## config.mk

```make
export PLATFORM = sky130hd
export DESIGN_NAME = matvec_4x4_seq
export DESIGN_NICKNAME = d
export VERILOG_FILES = /design/src/rtl/nr_pkg.sv /design/src/rtl/matvec_operand_rf.sv /design/src/rtl/matvec_4x4_seq.sv
export SDC_FILE = /design/constraint.sdc
export NUM_CORES = 1
export LEC_CHECK = 0
export ABC_AREA = 1
export BUFFER_PORTS_ARGS = -buffer_cell sky130_fd_sc_hd__buf_2
export CORE_MARGIN = 4
export CORE_UTILIZATION = 55
export DETAILED_ROUTE_END_ITERATION = 6
export GPL_ROUTABILITY_DRIVEN = 1
export HOLD_SLACK_MARGIN = 0.03
export PLACE_DENSITY = 0.86
export SETUP_SLACK_MARGIN = 0.15
export SLEW_MARGIN = 30
export SYNTH_ARGS = -nofsm -noshare
export SYNTH_HDL_FRONTEND = slang
export SYNTH_SLANG_ARGS = --single-unit
```

## constraint.sdc

```tcl
create_clock -name clk -period 3.1 [get_ports clk]
set_input_delay 0.465 -clock clk [delete_from_list [all_inputs] [get_ports clk]]
set_output_delay 0.465 -clock clk [all_outputs]
set_load 0.02 [all_outputs]
```

## src/rtl/nr_pkg.sv

```systemverilog
// Shared constants and types for the Newton-Raphson datapath blocks:
// operand address map, FP word width and the matvec sequencer state encoding.
package nr_pkg;
   localparam int FP_W        = 32;
   localparam int ADDR_W      = 5;
   localparam int ROW_W       = 2;
   localparam int N_LANE      = 4;
   localparam int ADDR_A_BASE = 0;
   localparam int ADDR_X_BASE = 16;
   localparam int RF_DEPTH    = 20;

   typedef enum logic [1:0] {
      IDLE = 2'd0,
      WAIT = 2'd1,
      DONE = 2'd2
   } state_t;
endpackage

```

## src/rtl/matvec_operand_rf.sv

```systemverilog
// 20x32 operand storage for the 4x4 matrix A and vector x, with write decode
// and a row-select read port that presents one row of A alongside x.
module matvec_operand_rf
   import nr_pkg::*;
(
   input  logic              clk,
   input  logic              rst,
   input  logic              wr_en,
   input  logic [ADDR_W-1:0] wr_addr,
   input  logic [FP_W-1:0]   wr_data,
   input  logic [ROW_W-1:0]  row,
   input  logic              rd_en,
   output logic [FP_W-1:0]   a0,
   output logic [FP_W-1:0]   a1,
   output logic [FP_W-1:0]   a2,
   output logic [FP_W-1:0]   a3,
   output logic [FP_W-1:0]   b0,
   output logic [FP_W-1:0]   b1,
   output logic [FP_W-1:0]   b2,
   output logic [FP_W-1:0]   b3
);

   logic [FP_W-1:0] mem [RF_DEPTH];

   // Addresses 20..31 fall outside the map and are dropped.
   always_ff @(posedge clk or negedge rst) begin
      if (!rst) begin
         for (int i = 0; i < RF_DEPTH; i++) mem[i] <= '0;
      end else if (wr_en && (wr_addr < ADDR_W'(RF_DEPTH))) begin
         mem[wr_addr] <= wr_data;
      end
   end

   assign a0 = rd_en ? mem[{1'b0, row, 2'b00}] : '0;
   assign a1 = rd_en ? mem[{1'b0, row, 2'b01}] : '0;
   assign a2 = rd_en ? mem[{1'b0, row, 2'b10}] : '0;
   assign a3 = rd_en ? mem[{1'b0, row, 2'b11}] : '0;
   assign b0 = rd_en ? mem[ADDR_X_BASE + 0] : '0;
   assign b1 = rd_en ? mem[ADDR_X_BASE + 1] : '0;
   assign b2 = rd_en ? mem[ADDR_X_BASE + 2] : '0;
   assign b3 = rd_en ? mem[ADDR_X_BASE + 3] : '0;

endmodule

```

## src/rtl/matvec_4x4_seq.sv

```systemverilog
// y = A*x sequencer: steps the external dot-product unit through the four rows
// of A, holding each row for DOT_LATENCY cycles and capturing the result into y[row].
module matvec_4x4_seq
   import nr_pkg::*;
#(
   parameter int DOT_LATENCY = 16,
   parameter int CNT_W       = 5
) (
   input  logic              clk,
   input  logic              rst,
   input  logic              load_en,
   input  logic [ADDR_W-1:0] load_addr,
   input  logic [FP_W-1:0]   load_data,
   input  logic              start,
   output logic              busy,
   output logic              done,
   output logic [FP_W-1:0]   dot_a0,
   output logic [FP_W-1:0]   dot_a1,
   output logic [FP_W-1:0]   dot_a2,
   output logic [FP_W-1:0]   dot_a3,
   output logic [FP_W-1:0]   dot_b0,
   output logic [FP_W-1:0]   dot_b1,
   output logic [FP_W-1:0]   dot_b2,
   output logic [FP_W-1:0]   dot_b3,
   input  logic [FP_W-1:0]   dot_out,
   output logic [FP_W-1:0]   y0,
   output logic [FP_W-1:0]   y1,
   output logic [FP_W-1:0]   y2,
   output logic [FP_W-1:0]   y3
);

   localparam logic [CNT_W-1:0] CNT_RELOAD = CNT_W'(DOT_LATENCY - 1);
   localparam logic [ROW_W-1:0] ROW_LAST   = ROW_W'(N_LANE - 1);

   state_t           state, state_next;
   logic [ROW_W-1:0] row, row_next;
   logic [CNT_W-1:0] cnt, cnt_next;
   logic             capture;
   logic             wr_en;
   logic [FP_W-1:0]  y_reg [N_LANE];

   always_ff @(posedge clk or negedge rst) begin
      if (!rst) begin
         state <= IDLE;
         row   <= '0;
         cnt   <= '0;
      end else begin
         state <= state_next;
         row   <= row_next;
         cnt   <= cnt_next;
      end
   end

   always_comb begin
      state_next = state;
      row_next   = row;
      cnt_next   = cnt;
      capture    = 1'b0;
      case (state)
         IDLE: begin
            if (start) begin
               state_next = WAIT;
               row_next   = '0;
               cnt_next   = CNT_RELOAD;
            end
         end
         WAIT: begin
            if (cnt != '0) begin
               cnt_next = cnt - 1'b1;
            end else begin
               capture = 1'b1;
               if (row != ROW_LAST) begin
                  row_next = row + 1'b1;
                  cnt_next = CNT_RELOAD;
               end else begin
                  state_next = DONE;
               end
            end
         end
         DONE:    state_next = IDLE;
         default: state_next = IDLE;
      endcase
   end

   assign busy  = (state != IDLE);
   assign done  = (state == DONE);
   // Operands are frozen while a pass runs so the dot unit sees stable inputs.
   assign wr_en = load_en && (state == IDLE);

   always_ff @(posedge clk or negedge rst) begin
      if (!rst) begin
         for (int i = 0; i < N_LANE; i++) y_reg[i] <= '0;
      end else if (capture) begin
         y_reg[row] <= dot_out;
      end
   end

   assign y0 = y_reg[0];
   assign y1 = y_reg[1];
   assign y2 = y_reg[2];
   assign y3 = y_reg[3];

   matvec_operand_rf u_rf (
      .clk     (clk),
      .rst     (rst),
      .wr_en   (wr_en),
      .wr_addr (load_addr),
      .wr_data (load_data),
      .row     (row),
      .rd_en   (state == WAIT),
      .a0      (dot_a0),
      .a1      (dot_a1),
      .a2      (dot_a2),
      .a3      (dot_a3),
      .b0      (dot_b0),
      .b1      (dot_b1),
      .b2      (dot_b2),
      .b3      (dot_b3)
   );

endmodule
```

==> flow_summary.toml, run 1 <==
[clock_tree]
insertion_delay_ns = 0.64
cts_tree = "built"
clock-root-buffer = "clkbuf_16"
clock_sinks = 777
htreeDepth = 3
clk_pin_slew_ns = 0.06
cts-buffers-inserted = 80
clock_path_buffers = 3

[power_and_ir_drop]
peakVddDrop_uv = 523.1
power_w = 0.02067
p_leak_nw = 19.30
cellPowerDensity_mw_per_mm2 = 523.0

[placed_design]
place.gp.congestion = 0.8724
place_area_sq_mm = 0.03657
io_buffers = 458
place_hpwl_mm = 61.55

[timing]
final.period_utilization_pct = 93.64
holdWs_ns = 0.1078
slew_viol_final = 0
finClkSkew_ns = 0.03716
worst_pin_slew_ns = 1.045
fin_crit_ns = 2.903
finalSetupTns_ns = 0
slew_headroom_pct = 30.23
setup_viol = 0
rsz0062_at_grt = "true"
fmax_mhz = 344.5
final_hold_viol_count = 0

[worst_setup_path]
r2r_slack_ns = 0.65
crit_arrival_ns = 2.44
start_kind = "flip-flop"
critPathRequiredTime_ns = 2.63
critPathCaptureType = "primary output"
crit_fanout = 54
crit_type = "flip-flop to primary output"

[final_layout]
finalNetCount = 4437
syn_to_final_growth_pct = 14.71
multiInputGateArea_sq_mm = 0.01240
n_fill_cell = 4904
regArea_sq_mm = 0.01945
fin_area_sq_mm = 0.03952
layout-drive-gt1-share_pct = 15.83

[floorplan]
initial_utilization_pct = 55.72
die_x_microns = 258.3
die_h_microns = 258.3
pin_count = 459
fp.dieArea_sq_mm = 0.06671
placementRows = 91
core-area_sq_mm = 0.06183

[synthesis]
synth-edff-count = 0
synth_top_area_share_pct = 56.44
ys_top_cells_by_area = "dfrtp_1 56%, nand2_1 10%, o21ai_1 9.3%"
yosys-top-cells-count = "930 x nand2_1, 777 x dfrtp_1, 665 x nor2_1, 640 x o21ai_1, 258 x o21ai_0"
synth_ff_type = "dfrtp_1"
synth_nets = 4166
synth_top_area_cell = "dfrtp_1"
ys_types = 20
ys_warn_count = 0
async_reset_ff_share_pct = 100.0
synth.avg_cell_area_sq_um = 8.427
ys_ff_latch = 777
synthCells = 4088
seq_area_frac_synth_pct = 56.44
synthesis.area_sq_mm = 0.03445
yosysMostFrequentCell = "nand2_1"

[routing]
drc = 0
drt-total-wl_mm = 101.9
vias = 30060
drt_iter0_markers = 3745
post_drt_wl_per_cell_microns = 19.36
viasPerCell = 5.711
dr.pass1.iters = 6
drtAntennaViolNets = 0

[global_routing]
grt_max_degree = 116
grt_pass1_wl_mm = 160.0
antenna_found_initial = 6
grt_usage_pct = 29.78
grt-ovfl-total = 0
grt_pass1_vias = 28990

[outcome]
status = "finished clean"

[flow_run]
drv_cap = 0

[min_path]
hold_path.class = "input port to flip-flop"
==> layer usage <==
layer  GRT usage, %  share of wire (%)  up-vias
li1               -                  -    13670
met1          40.07                 39    14420
met2          47.89                 47     1660
met3          5.238                9.0      309
met4          13.54                4.8        4
met5              0              0.023        -
==> worst max-delay path, cell delays in order, from the launching register on <==
cell     delay, ns
dfrtp_4       0.56
inv_12        0.23
buf_12        0.26
o21ai_0       0.13
a21oi_1       0.31
buf_2         0.23
==> per-stage QoR <==
step	instances	utilization, %	worst slack (ns)
2_1_floorplan	4088	-	1.053
3_3_place_gp	5105	59.14	0.6545
3_5_place_dp	5105	59.14	0.6607
4_1_cts	5254	63.67	0.1431
5_1_grt	5260	63.90	0.09404
6_report	5264	63.92	0.1973
==> state kept, by name, indices dropped and copies added, names as in the netlist <==
register and count:
state 2, y0 32, u_rf.mem 640, row 2
y3 32, y1 32, y2 32, cnt 5
==> area by class of cell <==
class | instances | area share (%)
Multi-Input combinational cell | 2792 | 31.37
Sequential cell | 777 | 49.22
Timing Repair Buffer | 530 | 8.263
Inverter | 178 | 1.741
Antenna cell | 6 | 0.03799
Clock buffer | 115 | 5.829
Clock inverter | 29 | 0.8897
Tap cell | 837 | 2.650
==> cells in the final DEF (no fill, tap or decap), types with 2 or more instances in the layout <==
cell type,Yosys,layout
dfrtp_4,0,2
nand2_1,930,929
clkbuf_1,175,18
buf_6,80,4
o21ai_1,640,641
nor2_1,665,665
clkbuf_8,0,17
dfrtp_1,777,775
clkbuf_16,0,82
diode_2,0,6
inv_16,0,3
inv_1,177,173
bufinv_16,0,4
clkinv_2,0,15
nand3_1,140,140
inv_2,1,2
ha_1,5,5
buf_8,0,2
nand2_8,20,20
buf_2,78,454
nor2_4,1,2
buf_16,0,4
o21ai_0,258,257
clkinv_8,0,2
a21oi_1,129,114
buf_12,2,20
buf_4,0,42
inv_6,0,2
a21oi_2,0,15
==> cells by family (layout without fill, tap and decap cells) <==
| kind of cell | after synthesis | in the layout | synth area share [%] |
|---|---|---|---|
| and+or+nand+nor | 1760 | 1760 | 20.68 |
| buffers and inverters | 519 | 852 | 7.776 |
| other | 0 | 6 | 0 |
| AOI/OAI and AO/OA | 1027 | 1027 | 14.92 |
| adders and majority gates | 5 | 5 | 0.1816 |
| DFF | 777 | 777 | 56.44 |
==> report_power, final <==
part           switching (W)  leakage (nW)  internal, W  total, W
Combinational       0.000606          7.56     0.000148  0.000755
Clock                0.00410          1.31      0.00557   0.00967
Sequential         0.0000363          10.4       0.0102    0.0102
==> path summary, 6_finish.rpt <==
check | startpoint | endpoint | cells past startpoint
min reg2reg | y3[12] | y3[12] | 2
max reg2reg | cnt[0] | y3[29] | 9
min in group asynchronous | rst | u_rf.mem[81] | 2
min | dot_out[13] | y3[13] | 3
max | row[0] | dot_a1[29] | 5
max in group asynchronous | rst | u_rf.mem[264] | 3
==> timing repair <==
item                                    in CTS  in global routing
pin swaps                                    0                  7
cloned                                       2                  2
buffers inserted                             2                  2
hold endpoints to repair                    60                  0
hold buffers                                 1                  0
endpoints found under the setup margin     108                 73
gates resized for setup                     12                 23
Note: power is estimated with default switching activity, not from simulation.
==> run 2: changes to the inputs <==
--- a/config.mk
+++ b/config.mk
@@ -12,6 +12,7 @@
 export DETAILED_ROUTE_END_ITERATION = 6
 export GPL_ROUTABILITY_DRIVEN = 1
 export HOLD_SLACK_MARGIN = 0.03
+export MAX_ROUTING_LAYER = met4
 export PLACE_DENSITY = 0.86
 export SETUP_SLACK_MARGIN = 0.15
 export SLEW_MARGIN = 30
==> flow_summary.toml, run 2 (synthesis results as in run 1) <==
[outcome]
status = "complete, but fails checks"
violations = "DRC"

[clock_tree]
clk_pin_slew_ns = 0.06
cts_tree = "built"
clock-root-buffer = "clkbuf_16"
clock_path_buffers = 3
htreeDepth = 3
insertion_delay_ns = 0.64
cts-buffers-inserted = 80
clock_sinks = 777

[final_layout]
n_fill_cell = 4906
final_common_cell = "nand2_1"
finalNetCount = 4437
multiInputGateArea_sq_mm = 0.01240
layout-drive-gt1-share_pct = 15.86
syn_to_final_growth_pct = 14.75
layout_common_cells = "929 x nand2_1, 775 x dfrtp_1, 665 x nor2_1"
regArea_sq_mm = 0.01945
fin_area_sq_mm = 0.03953
largest-register = "u_rf.mem"
utilization_pct = 63.94
largest_register_ffs = 640

[worst_setup_path]
worstReg2RegEnd = "u_rf.mem[307]"
crit_arrival_ns = 2.43
critPathRequiredTime_ns = 2.63
cp-endpoint = "dot_a0[4]"
crit_fanout = 34
rr_startpoint = "state[0]"
crit_start = "row[0]"
crit_type = "flip-flop to primary output"
r2r_slack_ns = 0.64
r2r_cells = 7
critPathCaptureType = "primary output"
start_kind = "flip-flop"

[floorplan]
fp.dieArea_sq_mm = 0.06671
die_x_microns = 258.3
initial_utilization_pct = 55.72
pin_count = 459
core-area_sq_mm = 0.06183
placementRows = 91
die_h_microns = 258.3

[routing]
dr.pass1.iters = 7
vias = 30060
drt_iter0_markers = 3692
viasPerCell = 5.710
drtAntennaViolNets = 0
post_drt_wl_per_cell_microns = 19.40
drt-total-wl_mm = 102.2
drc = 5

[global_routing]
grt_pass1_vias = 28960
grt_max_degree = 116
grt_usage_pct = 30.69
antenna_found_initial = 6
grt-ovfl-total = 0
grt_pass1_wl_mm = 160.0

[timing]
finClkSkew_ns = 0.03532
fmax_mhz = 345.3
finalSetupTns_ns = 0
worst_pin_slew_ns = 1.033
slew_viol_final = 0
rsz0062_at_grt = "true"
final.period_utilization_pct = 93.41
final_hold_viol_count = 0
fin_crit_ns = 2.896
setup_viol = 0
timing.final.ws_setup_ns = 0.2043
slew_headroom_pct = 31.06

[placed_design]
place_ws_ns = 0.6607
place.gp.congestion = 0.8867
place_area_sq_mm = 0.03657
place_hpwl_mm = 61.55
io_buffers = 458

[power_and_ir_drop]
cellPowerDensity_mw_per_mm2 = 523.5
peakVddDrop_uv = 525.5
p_leak_nw = 19.31

[min_path]
hold_path.class = "input port to flip-flop"

[flow_run]
drv_cap = 0
-- run 2: worst min path at each step --
| stage | from | end | slack, ns | cells after the start |
|---|---|---|---|---|
| after floorplan | rst | cnt[0] | 0.17 | 0 |
| after global placement | y1[30] | y1[30] | 0.45 | 2 |
| after detailed placement | y3[12] | y3[12] | 0.45 | 2 |
| after CTS | dot_out[13] | y3[13] | 0.07 | 3 |
| after global routing | dot_out[17] | y2[17] | 0.1 | 3 |
| final | dot_out[13] | y3[13] | 0.11 | 3 |
-- run 2: layout make-up --
cell class / count / area share (%)
sequential: 777 / 49.20
multi-input combinational: 2792 / 31.37
timing repair buffer: 530 / 8.280
clock buffer: 115 / 5.827
tap: 837 / 2.649
inverter: 178 / 1.741
clock inverter: 29 / 0.8894
antenna: 7 / 0.04431
-- run 2: power breakdown --
part	internal, W	switching [W]
combinational	0.000148	0.000607
clock	0.00557	0.00413
sequential	0.0102	0.0000363
total	0.0159	0.00477
-- run 2: metal layers --
layer	part of all wire, %	routed length (microns)	global-route usage (%)
met1	40	40750	40.23
met2	47	47730	47.68
met3	8.6	8750	5.199
met4	4.8	4921	13.75
met5	0	0	-
-- run 2: repair_timing --
| action | CTS | global route |
|---|---|---|
| endpoints found under the hold margin | 60 | 0 |
| hold buffers | 1 | 0 |
| gates cloned | 2 | 2 |
| setup endpoints to repair | 108 | 74 |
| pin swaps | 0 | 8 |
| gates resized for setup | 12 | 24 |
| setup buffers | 2 | 2 |
-- run 2: metrics by stage --
stage | power (W) | hold slack, ns | instances
after floorplan | 0.01068 | 0.1694 | 4088
after global placement | 0.01117 | 0.4480 | 5105
after detailed placement | 0.01118 | 0.4527 | 5105
after CTS | 0.02079 | 0.06904 | 5254
after global routing | 0.02128 | 0.09996 | 5263
final | 0.02069 | 0.1064 | 5265
-- run 2: critical path: stages (launching register included) --
cell and delay (ns):
dfrtp_4 0.53, buf_16 0.23, buf_16 0.22, nor2_1 0.09, nor2_1 0.12, o21ai_0 0.10
a21oi_1 0.26, buf_2 0.23
